`config.mk`:
```
export PLATFORM = sky130hd
export DESIGN_NAME = conf_int_mac_seq_apx
export DESIGN_NICKNAME = d
export VERILOG_FILES = /design/src/rtl/conf_int_mac_seq_apx.sv
export SDC_FILE = /design/constraint.sdc
export NUM_CORES = 1
export LEC_CHECK = 0
export ABC_AREA = 1
export BUFFER_PORTS_ARGS = -buffer_cell sky130_fd_sc_hd__buf_2
export CAP_MARGIN = 20
export CELL_PAD_IN_SITES_DETAIL_PLACEMENT = 0
export CELL_PAD_IN_SITES_GLOBAL_PLACEMENT = 1
export CORE_MARGIN = 4
export CORE_UTILIZATION = 23
export DETAILED_ROUTE_END_ITERATION = 7
export PLACE_DENSITY_LB_ADDON = 0.1
export SYNTH_ARGS = -nofsm -noshare
export SYNTH_HDL_FRONTEND = slang
export SYNTH_SLANG_ARGS = --single-unit
```
`constraint.sdc`:
```
create_clock -name clk -period 7.8 [get_ports clk]
set_clock_uncertainty 0.05 [all_clocks]
set_input_delay 0.78 -clock clk [delete_from_list [all_inputs] [get_ports clk]]
set_output_delay 0.78 -clock clk [all_outputs]
set_load 0.02 [all_outputs]
```
`src/rtl/conf_int_mac_seq_apx.sv`:
```
// Configurable-precision unsigned multiply-accumulate engine.
// Streams len masked operand pairs through a 2-stage multiply pipeline onto a latched bias.
module conf_int_mac_seq_apx #(
  parameter int OP_BITWIDTH        = 16,
  parameter int DATA_PATH_BITWIDTH = 16,
  parameter int ACC_BITWIDTH       = 40,
  parameter int LEN_BITWIDTH       = 8,
  parameter int SATURATE           = 1,
  localparam int PREC_W            = $clog2(DATA_PATH_BITWIDTH + 1)
) (
  input  logic                          clk,
  input  logic                          racc,
  input  logic                          start,
  input  logic [LEN_BITWIDTH-1:0]       len,
  input  logic [PREC_W-1:0]             prec,
  input  logic [ACC_BITWIDTH-1:0]       acc_init,
  input  logic                          in_valid,
  output logic                          in_ready,
  input  logic [DATA_PATH_BITWIDTH-1:0] a,
  input  logic [DATA_PATH_BITWIDTH-1:0] b,
  output logic                          out_valid,
  input  logic                          out_ready,
  output logic [ACC_BITWIDTH-1:0]       d,
  output logic                          ovf,
  output logic                          busy
);

  localparam int DW = DATA_PATH_BITWIDTH;
  localparam int PW = 2 * DATA_PATH_BITWIDTH;
  localparam int AW = ACC_BITWIDTH;

  typedef enum logic [1:0] {IDLE, RUN, DRAIN, DONE} state_t;

  state_t                  state;
  logic [LEN_BITWIDTH-1:0] remaining;
  logic [PREC_W-1:0]       k_reg;
  logic [PREC_W-1:0]       k_in;
  logic [DW-1:0]           op_mask;
  logic [AW-1:0]           bias_mask;
  logic [DW-1:0]           a_q;
  logic [DW-1:0]           b_q;
  logic                    v1;
  logic [PW-1:0]           prod;
  logic                    v2;
  logic [AW-1:0]           acc;
  logic [AW:0]             sum;
  logic                    accept;

  // k = number of low bits discarded per operand for the incoming job
  always_comb begin
    k_in = '0;
    if (prec == '0 || int'(prec) > DW)
      k_in = PREC_W'(DW - OP_BITWIDTH);
    else
      k_in = PREC_W'(DW) - prec;
  end

  for (genvar gi = 0; gi < DW; gi++) begin : g_op_mask
    assign op_mask[gi] = (gi >= int'(k_reg));
  end

  for (genvar gi = 0; gi < AW; gi++) begin : g_bias_mask
    assign bias_mask[gi] = (gi >= 2 * int'(k_in));
  end

  assign in_ready = (state == RUN) && (remaining != '0);
  assign accept   = in_valid && in_ready;
  assign busy     = (state != IDLE);
  assign sum      = {1'b0, acc} + (AW+1)'(prod);

  always_ff @(posedge clk or negedge racc) begin
    if (!racc) begin
      state     <= IDLE;
      remaining <= '0;
      k_reg     <= '0;
      a_q       <= '0;
      b_q       <= '0;
      v1        <= 1'b0;
      prod      <= '0;
      v2        <= 1'b0;
      acc       <= '0;
      d         <= '0;
      out_valid <= 1'b0;
      ovf       <= 1'b0;
    end else begin
      v1 <= accept;
      if (accept) begin
        a_q <= a & op_mask;
        b_q <= b & op_mask;
      end

      v2 <= v1;
      if (v1)
        prod <= PW'(a_q) * PW'(b_q);

      // once saturated, further adds keep carrying out, so the clamp holds
      if (v2) begin
        if (sum[AW]) begin
          ovf <= 1'b1;
          acc <= (SATURATE != 0) ? '1 : sum[AW-1:0];
        end else begin
          acc <= sum[AW-1:0];
        end
      end

      case (state)
        IDLE: begin
          if (start) begin
            remaining <= len;
            k_reg     <= k_in;
            acc       <= acc_init & bias_mask;
            ovf       <= 1'b0;
            if (len == '0) begin
              d         <= acc_init & bias_mask;
              out_valid <= 1'b1;
              state     <= DONE;
            end else begin
              state <= RUN;
            end
          end
        end
        RUN: begin
          if (accept) begin
            remaining <= remaining - 1'b1;
            if (remaining == LEN_BITWIDTH'(1))
              state <= DRAIN;
          end
        end
        DRAIN: begin
          // pipeline empty means the last product has landed in acc
          if (!v1 && !v2) begin
            d         <= acc;
            out_valid <= 1'b1;
            state     <= DONE;
          end
        end
        DONE: begin
          if (out_ready) begin
            out_valid <= 1'b0;
            state     <= IDLE;
          end
        end
        default: state <= IDLE;
      endcase
    end
  end

endmodule
```
==> results.sh <==
export IMPL_fillers=9471
export IMPL_yosys_warnings=0
export IMPL_finalHoldViolCount=0
export IMPL_clk_pin_slew_ns=0.08
export IMPL_clockBufferDepth=2
export IMPL_drive_above_1_share=0.0836
export IMPL_syn_num_nets=3245
export IMPL_die_w_um=300
export IMPL_setup_viol=0
export IMPL_fin_crit_sh=0.812
export IMPL_ctsResizeCount=0
export IMPL_ys_seq_elements=163
export IMPL_grt_pass1_wl_mm=120
export IMPL_placed_area_um2=21300
export IMPL_rrSetupSlack_ns=1.46
export IMPL_stdcell_area_um2=21900
export IMPL_cp_required_ns=8.10
export IMPL_yosysTopAreaCell="dfrtp_1"
export IMPL_io_buffer_count=133
export IMPL_syn_inst=2816
export IMPL_slew_viol_final=0
export IMPL_max_freq_mhz=158
export IMPL_dp_hpwl_mm=64.8
export IMPL_drc=0
export IMPL_drt_wl_total_mm=79.5
export IMPL_clockRootBuffer="clkbuf_16"
export IMPL_post_cts_buffers=0
export IMPL_crit_fanout=17
export IMPL_worstPathArrival_ns=6.63
export IMPL_synth_cell_type_count=51
export IMPL_status="complete, no violations"
export IMPL_track_usage=0.179
export IMPL_core_um2=84100
export IMPL_initial_core_util=0.233
export IMPL_gp_congestion=0.848
export IMPL_first_iter_violations=966
export IMPL_dieArea_um2=90000
export IMPL_slew_headroom=0.300
export IMPL_grt_max_degree=78
export IMPL_top_regs="acc: 40 flops, d: 40 flops, prod: 32 flops"
export IMPL_yosysSeqAreaShare=0.208
export IMPL_clk_latency_ns=0.49
export IMPL_final_cell_mix="nand2_1 (827), inv_1 (556), nor2_1 (248), fa_1 (195), dfrtp_1 (163)"
export IMPL_syn_avg_cell_area_um2=6.96
export IMPL_final_cell_count_no_fill=4020
export IMPL_h_tree_depth=4
export IMPL_antenna_found_initial=5
export IMPL_routedWlPerCell_um=19.8
export IMPL_dp_cells=3983
export IMPL_via_per_inst=4.38
export IMPL_r2r_end="prod[16]$_DFFE_PN0P_"
export IMPL_hold_buffers=0
export IMPL_cts_tree="done"
export IMPL_ant_nets=0
export IMPL_grt_pass1_vias=18658
export IMPL_num_vias=17609
export IMPL_r2r_cells=17
export IMPL_cts_sinks=163
export IMPL_grt_overflow=0
export IMPL_ios=134
export IMPL_rows=106
export IMPL_rsz0062_at_grt="no"
export IMPL_worst_setup_path_end_kind="register"
export IMPL_fin_setup_tns_ns=0
export IMPL_synth_area_leaders="dfrtp_1 (21%), fa_1 (20%), nand2_1 (16%), inv_1 (11%), ha_1 (9.2%)"
export IMPL_syn_area_um2=19600
export IMPL_worst_slew_pin_slew_ns=1.05
export IMPL_nets=3299
export IMPL_layout_commonest_cell="nand2_1"
export IMPL_rr_startpoint="a_q[0]$_DFFE_PN0P_"
export IMPL_hold_path_class="primary input to asynchronous set/reset pin"
export IMPL_die_h_um=300
export IMPL_numCtsBuffers=17
export IMPL_critical_path_class="register to register"
export IMPL_drtPass1Iterations=5
export IMPL_yosysTopAreaCellShare=0.208
export IMPL_max_cap_violations=0
export IMPL_startpoint_type="register"
export IMPL_syn2layout_area_growth_pct=11.9
export IMPL_min_period_ns=6.34
==> how the worst max path moves through the flow <==
stage | from | to | slack [ns] | cells after the start
after floorplan | a_q[5]$_DFFE_PN0P_ | prod[19]$_DFFE_PN0P_ | 2.09 | 24
after global placement | a_q[0]$_DFFE_PN0P_ | prod[16]$_DFFE_PN0P_ | 1.33 | 17
after detailed placement | a_q[0]$_DFFE_PN0P_ | prod[16]$_DFFE_PN0P_ | 1.35 | 17
after CTS | a_q[0]$_DFFE_PN0P_ | prod[16]$_DFFE_PN0P_ | 1.34 | 17
after global routing | a_q[0]$_DFFE_PN0P_ | prod[16]$_DFFE_PN0P_ | 1.0 | 17
final | a_q[0]$_DFFE_PN0P_ | prod[16]$_DFFE_PN0P_ | 1.46 | 17
==> critical path: stages, from the launching register on <==
cell,delay (ns)
dfrtp_1,0.89
nand2_1,0.18
fa_1,0.54
fa_1,0.54
inv_1,0.06
fa_1,0.52
fa_1,0.52
fa_1,0.54
inv_1,0.05
fa_1,0.53
inv_1,0.04
ha_1,0.35
a21oi_1,0.23
a21boi_0,0.30
o21ai_0,0.18
a31oi_1,0.24
xor2_1,0.30
o21ai_0,0.12
==> routing by layer <==
metal,vias up,track usage,wire [um]
li1,8645,-,-
met4,0,0.0429,1390
met5,-,0,0
met1,8642,0.256,39600
met2,268,0.289,36300
met3,54,0.0214,2190
==> cell type report <==
| cell class | instances | area [um^2] | share of cell area |
|---|---|---|---|
| Multi-Input combinational cell | 1970 | 12900 | 0.589 |
| Sequential cell | 163 | 4080 | 0.186 |
| Inverter | 569 | 2140 | 0.0975 |
| Tap cell | 1134 | 1420 | 0.0647 |
| Timing Repair Buffer | 149 | 817 | 0.0372 |
| Clock buffer | 21 | 460 | 0.0210 |
| Clock inverter | 11 | 92.6 | 0.00422 |
| Antenna cell | 3 | 7.51 | 0.000342 |
==> synthesized netlist by cell type, drive strengths merged <==
cell / number
a22oi: 1
nand4: 12
clkbuf: 96
and2: 2
nand2: 845
o31ai: 4
o2111ai: 1
a21oi: 169
dfrtp: 163
fa: 195
buf: 18
and3: 1
nor4: 3
ha: 144
inv: 564
a21boi: 4
or2: 7
o21ai: 139
a31oi: 6
o21bai: 6
nand3b: 6
o21a: 5
nor3: 19
nand3: 109
xnor2: 7
nor3b: 2
clkinv: 5
o211ai: 2
o22ai: 11
xor2: 13
a21o: 2
nor2: 255
==> cells by family after synthesis <==
family                     synth area share
buffers and inverters                 0.134
adders and majority gates             0.291
and+or+nand+nor                       0.263
DFF                                   0.208
xor gates and xnor gates            0.00893
AOI/OAI and AO/OA                    0.0960
==> metrics by stage <==
stage                     hold slack (ns)  setup WS (ns)  utilization
after floorplan                     0.366           2.09            -
after global placement              0.429           1.33        0.254
after detailed placement            0.422           1.35        0.254
after CTS                           0.287           1.34        0.260
after global routing                0.315           1.00        0.261
final                               0.273           1.46        0.261
Power is left out: the tool's default activity adds up to more than one toggle a clock period on the data nets, which glitch-free logic cannot reach.
